===== src/rtl/mts_sysref_ctrl.sv =====
`default_nettype none
// ============================================================================
// mts_sysref_ctrl : SYSREF period supervisor, lock detector and single-shot
//                   aligned user SYSREF generator for multi-tile sync.
// Revision        : 1.0
// ============================================================================
module mts_sysref_ctrl #(
    parameter int CNT_W  = 16,
    parameter int LOCK_W = 4,
    parameter int ERR_W  = 16
) (
    input  logic              pl_clk,
    input  logic              pl_rstn,
    input  logic              sysref_sync,
    input  logic [CNT_W-1:0]  cfg_period,
    input  logic [CNT_W-1:0]  cfg_tol,
    input  logic [LOCK_W-1:0] cfg_lock_cnt,
    input  logic              arm_valid,
    output logic              arm_ready,
    input  logic              err_clr,
    output logic              sysref_edge,
    output logic              locked,
    output logic              armed,
    output logic              user_sysref,
    output logic              capture_done,
    output logic              capture_fail,
    output logic [CNT_W-1:0]  period_meas,
    output logic [ERR_W-1:0]  err_cnt
);

    typedef enum logic [1:0] {
        S_SEEK   = 2'd0,
        S_TRACK  = 2'd1,
        S_LOCKED = 2'd2,
        S_ARMED  = 2'd3
    } state_t;

    state_t            r_state;
    state_t            w_state_nxt;
    logic              r_sysref_q;
    logic              r_edge;
    logic [CNT_W-1:0]  r_cnt;
    logic              r_to_done;
    logic [LOCK_W-1:0] r_good_cnt;
    logic [LOCK_W-1:0] w_good_nxt;
    logic              w_user_nxt;
    logic              w_fail_nxt;
    logic              w_done_nxt;
    logic              w_err_inc;
    logic [CNT_W:0]    w_cnt_ext;
    logic [CNT_W:0]    w_per_ext;
    logic [CNT_W:0]    w_limit;
    logic [CNT_W:0]    w_diff;
    logic              w_good;
    logic              w_bad_edge;
    logic              w_timeout;
    logic              w_arm_acc;
    logic [LOCK_W-1:0] w_lock_tgt;
    logic [LOCK_W:0]   w_good_inc;

    // One extra bit keeps period +/- tolerance free of wrap-around.
    assign w_cnt_ext  = {1'b0, r_cnt};
    assign w_per_ext  = {1'b0, cfg_period};
    assign w_limit    = w_per_ext + {1'b0, cfg_tol};
    assign w_diff     = (w_cnt_ext >= w_per_ext) ? (w_cnt_ext - w_per_ext)
                                                 : (w_per_ext - w_cnt_ext);
    assign w_good     = (w_diff <= {1'b0, cfg_tol});
    assign w_bad_edge = r_edge && !w_good && (r_state != S_SEEK);
    assign w_timeout  = !r_edge && !r_to_done && (r_state != S_SEEK) && (w_cnt_ext > w_limit);
    assign w_lock_tgt = (cfg_lock_cnt == '0) ? LOCK_W'(1) : cfg_lock_cnt;
    assign w_good_inc = {1'b0, r_good_cnt} + (LOCK_W+1)'(1);

    assign arm_ready  = (r_state == S_LOCKED) && !w_bad_edge && !w_timeout;
    assign w_arm_acc  = arm_valid && arm_ready;
    assign locked     = (r_state == S_LOCKED) || (r_state == S_ARMED);
    assign armed      = (r_state == S_ARMED);

    always_comb begin
        w_state_nxt = r_state;
        w_good_nxt  = r_good_cnt;
        w_user_nxt  = 1'b0;
        w_fail_nxt  = 1'b0;
        w_err_inc   = 1'b0;
        w_done_nxt  = capture_done;
        case (r_state)
            S_SEEK: begin
                if (r_edge) begin
                    w_state_nxt = S_TRACK;
                    w_good_nxt  = '0;
                end
            end
            S_TRACK: begin
                if (r_edge) begin
                    if (w_good) begin
                        if (w_good_inc >= {1'b0, w_lock_tgt}) begin
                            w_state_nxt = S_LOCKED;
                            w_good_nxt  = '0;
                        end else begin
                            w_good_nxt = w_good_inc[LOCK_W-1:0];
                        end
                    end else begin
                        w_err_inc  = 1'b1;
                        w_good_nxt = '0;
                    end
                end else if (w_timeout) begin
                    w_err_inc   = 1'b1;
                    w_state_nxt = S_SEEK;
                end
            end
            S_LOCKED: begin
                // arm_ready already excludes a coincident bad edge or timeout.
                if (w_arm_acc) begin
                    w_state_nxt = S_ARMED;
                    w_done_nxt  = 1'b0;
                end else if (w_bad_edge) begin
                    w_err_inc   = 1'b1;
                    w_state_nxt = S_TRACK;
                    w_good_nxt  = '0;
                end else if (w_timeout) begin
                    w_err_inc   = 1'b1;
                    w_state_nxt = S_SEEK;
                end
            end
            S_ARMED: begin
                if (r_edge) begin
                    if (w_good) begin
                        w_user_nxt  = 1'b1;
                        w_done_nxt  = 1'b1;
                        w_state_nxt = S_LOCKED;
                    end else begin
                        w_fail_nxt  = 1'b1;
                        w_err_inc   = 1'b1;
                        w_state_nxt = S_TRACK;
                        w_good_nxt  = '0;
                    end
                end else if (w_timeout) begin
                    w_fail_nxt  = 1'b1;
                    w_err_inc   = 1'b1;
                    w_state_nxt = S_SEEK;
                end
            end
            default: begin
                w_state_nxt = S_SEEK;
            end
        endcase
    end

    always_ff @(posedge pl_clk) begin
        if (!pl_rstn) begin
            r_state      <= S_SEEK;
            r_sysref_q   <= 1'b1;
            r_edge       <= 1'b0;
            r_cnt        <= '0;
            r_to_done    <= 1'b0;
            r_good_cnt   <= '0;
            sysref_edge  <= 1'b0;
            user_sysref  <= 1'b0;
            capture_fail <= 1'b0;
            capture_done <= 1'b0;
            period_meas  <= '0;
            err_cnt      <= '0;
        end else begin
            r_state      <= w_state_nxt;
            r_sysref_q   <= sysref_sync;
            r_edge       <= sysref_sync & ~r_sysref_q;
            r_good_cnt   <= w_good_nxt;
            sysref_edge  <= r_edge;
            user_sysref  <= w_user_nxt;
            capture_fail <= w_fail_nxt;
            capture_done <= w_done_nxt;
            if (r_edge) begin
                r_cnt <= CNT_W'(1);
            end else if (r_cnt != '1) begin
                r_cnt <= r_cnt + CNT_W'(1);
            end
            if (r_edge) begin
                r_to_done <= 1'b0;
            end else if (w_timeout) begin
                r_to_done <= 1'b1;
            end
            if (r_edge && (r_state != S_SEEK)) begin
                period_meas <= r_cnt;
            end
            if (err_clr) begin
                err_cnt <= '0;
            end else if (w_err_inc && (err_cnt != '1)) begin
                err_cnt <= err_cnt + ERR_W'(1);
            end
        end
    end

endmodule
`default_nettype wire


===== config.mk =====
export PLATFORM = sky130hd
export DESIGN_NAME = mts_sysref_ctrl
export DESIGN_NICKNAME = d
export VERILOG_FILES = /design/src/rtl/mts_sysref_ctrl.sv
export SDC_FILE = /design/constraint.sdc
export NUM_CORES = 1
export LEC_CHECK = 0
export BUFFER_PORTS_ARGS = -buffer_cell sky130_fd_sc_hd__buf_2
export CORE_ASPECT_RATIO = 0.9
export CORE_UTILIZATION = 40
export DETAILED_ROUTE_END_ITERATION = 8
export MAX_ROUTING_LAYER = met4
export PLACE_DENSITY = 0.63
export SLEW_MARGIN = 40
export SYNTH_ARGS = -nofsm -noshare
export SYNTH_HDL_FRONTEND = slang
export SYNTH_SLANG_ARGS = --single-unit

===== constraint.sdc =====
create_clock -name pl_clk -period 14.45 [get_ports pl_clk]
set_input_delay 2.89 -clock pl_clk [delete_from_list [all_inputs] [get_ports pl_clk]]
set_output_delay 2.89 -clock pl_clk [all_outputs]
set_load 0.01 [all_outputs]

== Word level (Yosys, flattened, before mapping) ==
Cells that the tools add are included.

* Bits in registers: 61
* Bits of input ports: 41
* Output and inout bits: 39
* Logic and storage cells: 104

* Add/sub/neg operators: 6
* Order comparisons: 4
* Equality and inequality tests: 15
* Mux-type cells: 34
* Bitwise gates (word level): 3
* Reduce and logical (&&, ||, !) cells: 29

{| class="wikitable"
|+ Operator list
! operator !! count
|-
| $mux 4 || 9
|-
| $sub 16x16->17 || 2
|-
| $add 16x1->16 const B || 2
|-
| $ne 16x16->1 const B || 2
|-
| $mux 2 || 9
|-
| $add 16x16->17 || 1
|-
| $gt 16x17->1 || 1
|-
| $le 17x16->1 || 1
|-
| $mux 17 || 1
|-
| $ge 16x16->1 || 1
|-
| $pmux 4 s4 || 1
|-
| $ne 2x2->1 const B || 6
|-
| $mux 1 || 11
|-
| $logic_and 1x1->1 || 10
|-
| $pmux 2 s4 || 1
|-
| $ne 3x3->1 const B || 2
|-
| $reduce_and 3->1 || 2
|-
| $reduce_and 6->1 || 1
|-
| $reduce_bool 2->1 || 3
|-
| $reduce_or 2->1 || 3
|-
| $add 4x1->5 const B || 1
|-
| $ge 5x4->1 || 1
|-
| $logic_not 1->1 || 5
|-
| $eq 2x2->1 const B || 2
|-
| other kinds (10) || 13
|}

== Longest topological paths before layout ==
* Word-level depth: 13
* Depth in mapped cells: 26
* Mapped depth without buffers: 23

== Least setup slack after synthesis ==
No wires, ideal clock.

* Kind: input-to-output
* From: input cfg_period[8]
* To: output arm_ready
* Arrival: 6793 ps
* Required time: 11560 ps
* Setup slack: 4767 ps
* Stages: 22
* Buffers on the path: 1
* Cell sequence: inv_1 -> ha_1 -> buf_2 -> and4_1 -> nand2_2 -> o41ai_2 -> a21oi_2 -> nand2_1 -> mux2i_1 -> a31oi_1 -> o21a_1 -> xnor2_1 -> ha_1 -> a21oi_1 -> nor2b_1 -> o21ai_0 -> a21oi_1 -> or3_1 -> nand2_1 -> a21boi_2 -> or2_2 -> nor3_1

* Word-level cells in the longest chain between the ends: 9
* Elaborated cells between the ends (all ways): 15
* Those cells by class: add/sub: 3; order compare: 3; mux: 1; reduce/logical: 8

{| class="wikitable"
|+ Ends and longest elaborated chain
! what !! RTL line !! RTL
|-
| from (decl) || 15 || <nowiki>input logic [CNT_W-1:0] cfg_period,</nowiki>
|-
| $sub 16x16->17, or another cell as far along || 66 || <nowiki>: (w_per_ext - w_cnt_ext);</nowiki>
|-
| $mux 17 || 65 || <nowiki>assign w_diff = (w_cnt_ext >= w_per_ext) ? (w_cnt_ext - w_per_ext)</nowiki>
|-
| $le 17x16->1 || 67 || <nowiki>assign w_good = (w_diff <= {1'b0, cfg_tol});</nowiki>
|-
| $logic_not 1->1 || 68 || <nowiki>assign w_bad_edge = r_edge && !w_good && (r_state != S_SEEK);</nowiki>
|-
| $logic_and 1x1->1 (2 in series) || 68 ||
|-
| $logic_not 1->1 || 73 || <nowiki>assign arm_ready = (r_state == S_LOCKED) && !w_bad_edge && !w_timeout;</nowiki>
|-
| $logic_and 1x1->1 || 73 ||
|-
| $logic_and 1x1->1 (*) || 73 ||
|-
| to (decl) || 19 || <nowiki>output logic arm_ready,</nowiki>
|}

Mark *: on every way between the ends. The rest lies on a longest branch, timed or not.

== Final worst setup path ==
* From: input cfg_period[15]
* To: output arm_ready

The elaborated chain is that of the path after synthesis.

==> summary.md <==
| Metric | Value |
|---|---|
| Worst setup SP type | primary input |
| CTS Hold Buffers Added | 0 |
| Final GP Congestion | between 0.9 and 1 |
| Crit path required time | 11,560 ps |
| Hpwl dp | about 12,000 um |
| Cell Pwr Density | 76.0 nW/um^2 |
| Clock Latency Late Sink | between 300 and 400 ps |
| Vias in the first global route | about 4,800 |
| Most used DFF post-synth | dfxtp_1 |
| Initial antenna violation count | 0 |
| Row Count | 40 |
| First drt pass iteration count | 5 |
| Final Cycle Share | between 70% and 80% |
| Syn-to-layout area delta | 14.5% |
| Clk sinks | 61 |
| Crit-path cells | buf_2 -> inv_1 -> ha_1 -> and4_4 -> nand2_2 -> o41ai_2 -> a21oi_2 -> nand2_1 -> mux2i_1 -> a22oi_1 -> o21ai_0 -> o21ai_0 -> xnor2_1 -> ha_1 -> or3_1 -> o21ai_0 -> a21oi_1 -> or3_1 -> nand2_1 -> a21boi_2 -> or2_2 -> nor3_1 -> buf_2 |
| Outcome | complete, no violations |
| Post-Synthesis Net Count | approximately 860 |
| Synth Cell Area | between 5000 and 6000 um^2 |
| R2R cell count | 19 |
| Ys Warns | 0 |
| Worst relative slew slack | 58.0% |
| CP endpoint | arm_ready |
| Clock Skews | 7.90 ps |
| Die ar. | about 15,000 um^2 |
| Initial drt markers | ~370 |
| Dpl ws | approximately 4000 ps |
| Post-CTS setup buffers | 0 |
| Antenna diodes | 0 |
| Library cells used by synthesis | between 50 and 60 |
| DR vias | about 5,200 |
| Mapped Cells | between 700 and 800 |
| Slew Limit Fails | 0 |
| Final nets | approximately 930 |
| TNS Setup | 0 ps |
| GRT Total Usage | 21.7% |
| Die Height | approximately 110 um |
| Worst setup path start | cfg_period[15] |
| Setup violators final | 0 |
| Origin of the critical flop-to-flop path | r_cnt[14] |
| Measured slew at the worst slew-check pin | around 630 ps |
| Post_cts resized | 0 |
| CTS tree | done |
| CP Capture Type | primary output |
| CTS H-tree lvls | 3 |
| Critical Path Most Common Cell | o21ai_0 |
| IR drop worst, VDD | slightly below 0.00006 V |
| Min-Delay Path Class | flip-flop to flip-flop |
| Max cap viols | 0 |
| Die Wd | approximately 130 um |
| Global-route wire length before repair | ~24,000 um |
| Post-route worst setup slack | 3810 ps |
| Clock slew at reported path FFs | about 50 ps |
| Clock buffer depth | 2 |
| Layout cells sized above 1 | between 10 and 15% |
| Pin count of the biggest net entering global routing | 30 |
| Async SR Flop Fraction | 0% |
| Core Box Area | about 14,000 um^2 |
| Seq/Total Area, Yosys | about 22% |
| Synth Register Bits | roughly 60 |
| CTS Root Cell | clkbuf_16 |
| DRC | 0 |
| Unrepaired setup endpoints after global routing | false |
| Post-DR vias/cell | ~5.3 |
| Initial Utilization | 41.7% |
| Final hold vios | 0 |
| CP peak stage delay | 430 ps |
| Routed Antenna Nets | 0 |
| IO Count | 80 |
| Num CTS Buffers | 9 |
| Total grt overflow | 0 |
| PortBufs | just under 80 |
| DR WL/cell | 15.1 um |
| Final wirelength | between 15,000 and 20,000 um |
| Reg-to-Reg End | err_cnt[14] |
| Crit path kind | primary input to primary output |
| Highest clock rate | roughly 94 MHz |
| CP Max Fanout | 9 |
| Crit-path slowest cell | ha_1 |
| Post-layout min period | 10,640 ps |
| Reg2Reg Setup Slack | around 9000 ps |
| Leakage | approximately 3.1 nW |
| Number of synthesized flops with an enable pin | 0 |
| Worst EP arrival | about 7800 ps |
| Syn_area_per_cell | about 7.7 um^2 |
[cell usage in the layout (no fill, tap or decap), types with 25 or more instances in the layout]
cell / instances
nand3_1: 26
a21o_1: 25
ha_1: 87
dfxtp_1: 61
a21oi_1: 58
nand2_1: 82
o21ai_0: 42
buf_2: 79
nor2_1: 36
xnor2_1: 27
inv_1: 65
[where the power goes]
part	internal, mW	leakage (nW)	switching (mW)
Combinational	0.0500	2.41	0.0674
Sequential	0.170	0.492	0.00209
Clock	0.130	0.146	0.0732
[per-layer routing]
metal | global-route usage, % | part of all wire, %
met3 | 3.21 | 4.5
met2 | 33.5 | 43
met5 | - | 0
met1 | 29.7 | 51
met4 | 5.08 | 1.3
[cells by family after synthesis]
logic type                 count (synthesis)  share of synthesized area, %
and+or+nand+nor                          248                          21.9
AOI/OAI and AO/OA                        191                          21.5
buffers and inverters                     90                          6.22
adders and majority gates                 90                          20.3
DFF                                       61                          21.6
xor gates and xnor gates                  39                          6.04
muxes                                     13                          2.41
[registers in the layout (all words and copies together) (netlist names)]
register and count:
capture_done 1, capture_fail 1, err_cnt 16, period_meas 16
r_cnt 16, r_edge 1, r_good_cnt 4, r_state 2
r_sysref_q 1, r_to_done 1, sysref_edge 1, user_sysref 1
[worst max-delay path: cells and delay by family]
kind	cells	cell delay [ps]
muxes	1	390
and+or+nand+nor	8	2040
AOI/OAI and AO/OA	8	1290
buffers and inverters	3	320
adders and majority gates	2	650
xor gates and xnor gates	1	170
[worst min path at each step]
stage	from	end	slack [ps]	depth (start not counted)
final	r_sysref_q	r_edge	400	1
after detailed placement	r_sysref_q	r_edge	390	1
after floorplan	r_sysref_q	r_edge	370	1
after global routing	r_sysref_q	r_edge	430	1
after CTS	r_sysref_q	r_edge	400	1
after global placement	r_sysref_q	r_edge	380	1
[layout make-up]
type                    count  area, um^2
clock inverters             3        18.8
well taps                 189         236
clock buffers              13         270
repair buffers             79         395
multi-input cells         581        4090
fillers                  1422        7090
flip-flops and latches     61        1220
inverters                  65         244
[synthesized netlist by cell type, types with 3 or more instances]
cell,number,area [um^2]
a211oi_1,7,52.6
a21boi_0,19,143
a21o_1,25,188
a21oi_1,58,290
a31o_2,3,26.3
a31oi_1,5,31.3
and2_1,5,31.3
and3_1,10,62.6
buf_2,5,25.0
clkbuf_1,19,71.3
dfxtp_1,61,1220
fa_1,3,60.1
ha_1,87,1090
inv_1,65,244
mux2_2,5,56.3
mux2i_1,8,80.1
nand2_1,82,308
nand2b_1,11,68.8
nand3_1,26,130
nand4_1,16,100
nor2_1,36,135
nor2b_1,12,75.1
nor3_1,15,75.1
o211ai_1,6,45.0
o21ai_0,42,210
o21bai_1,3,22.5
o31ai_1,3,22.5
or2_2,6,37.5
or3_1,12,75.1
or4_1,7,52.6
xnor2_1,27,236
xor2_1,12,105
[stage by stage]
| stage | hold slack [ps] | cell area, um^2 | power [mW] | util (%) | instances |
|---|---|---|---|---|---|
| 2_1_floorplan | 367 | 5660 | 0.257 | - | 732 |
| 3_3_place_gp | 378 | 6180 | 0.292 | 45.6 | 975 |
| 3_5_place_dp | 389 | 6190 | 0.291 | 45.6 | 975 |
| 4_1_cts | 397 | 6480 | 0.497 | 47.8 | 991 |
| 5_1_grt | 426 | 6480 | 0.520 | 47.8 | 991 |
| 6_report | 396 | 6480 | 0.492 | 47.8 | 991 |
No activity file was read; power rests on OpenSTA's default activity.
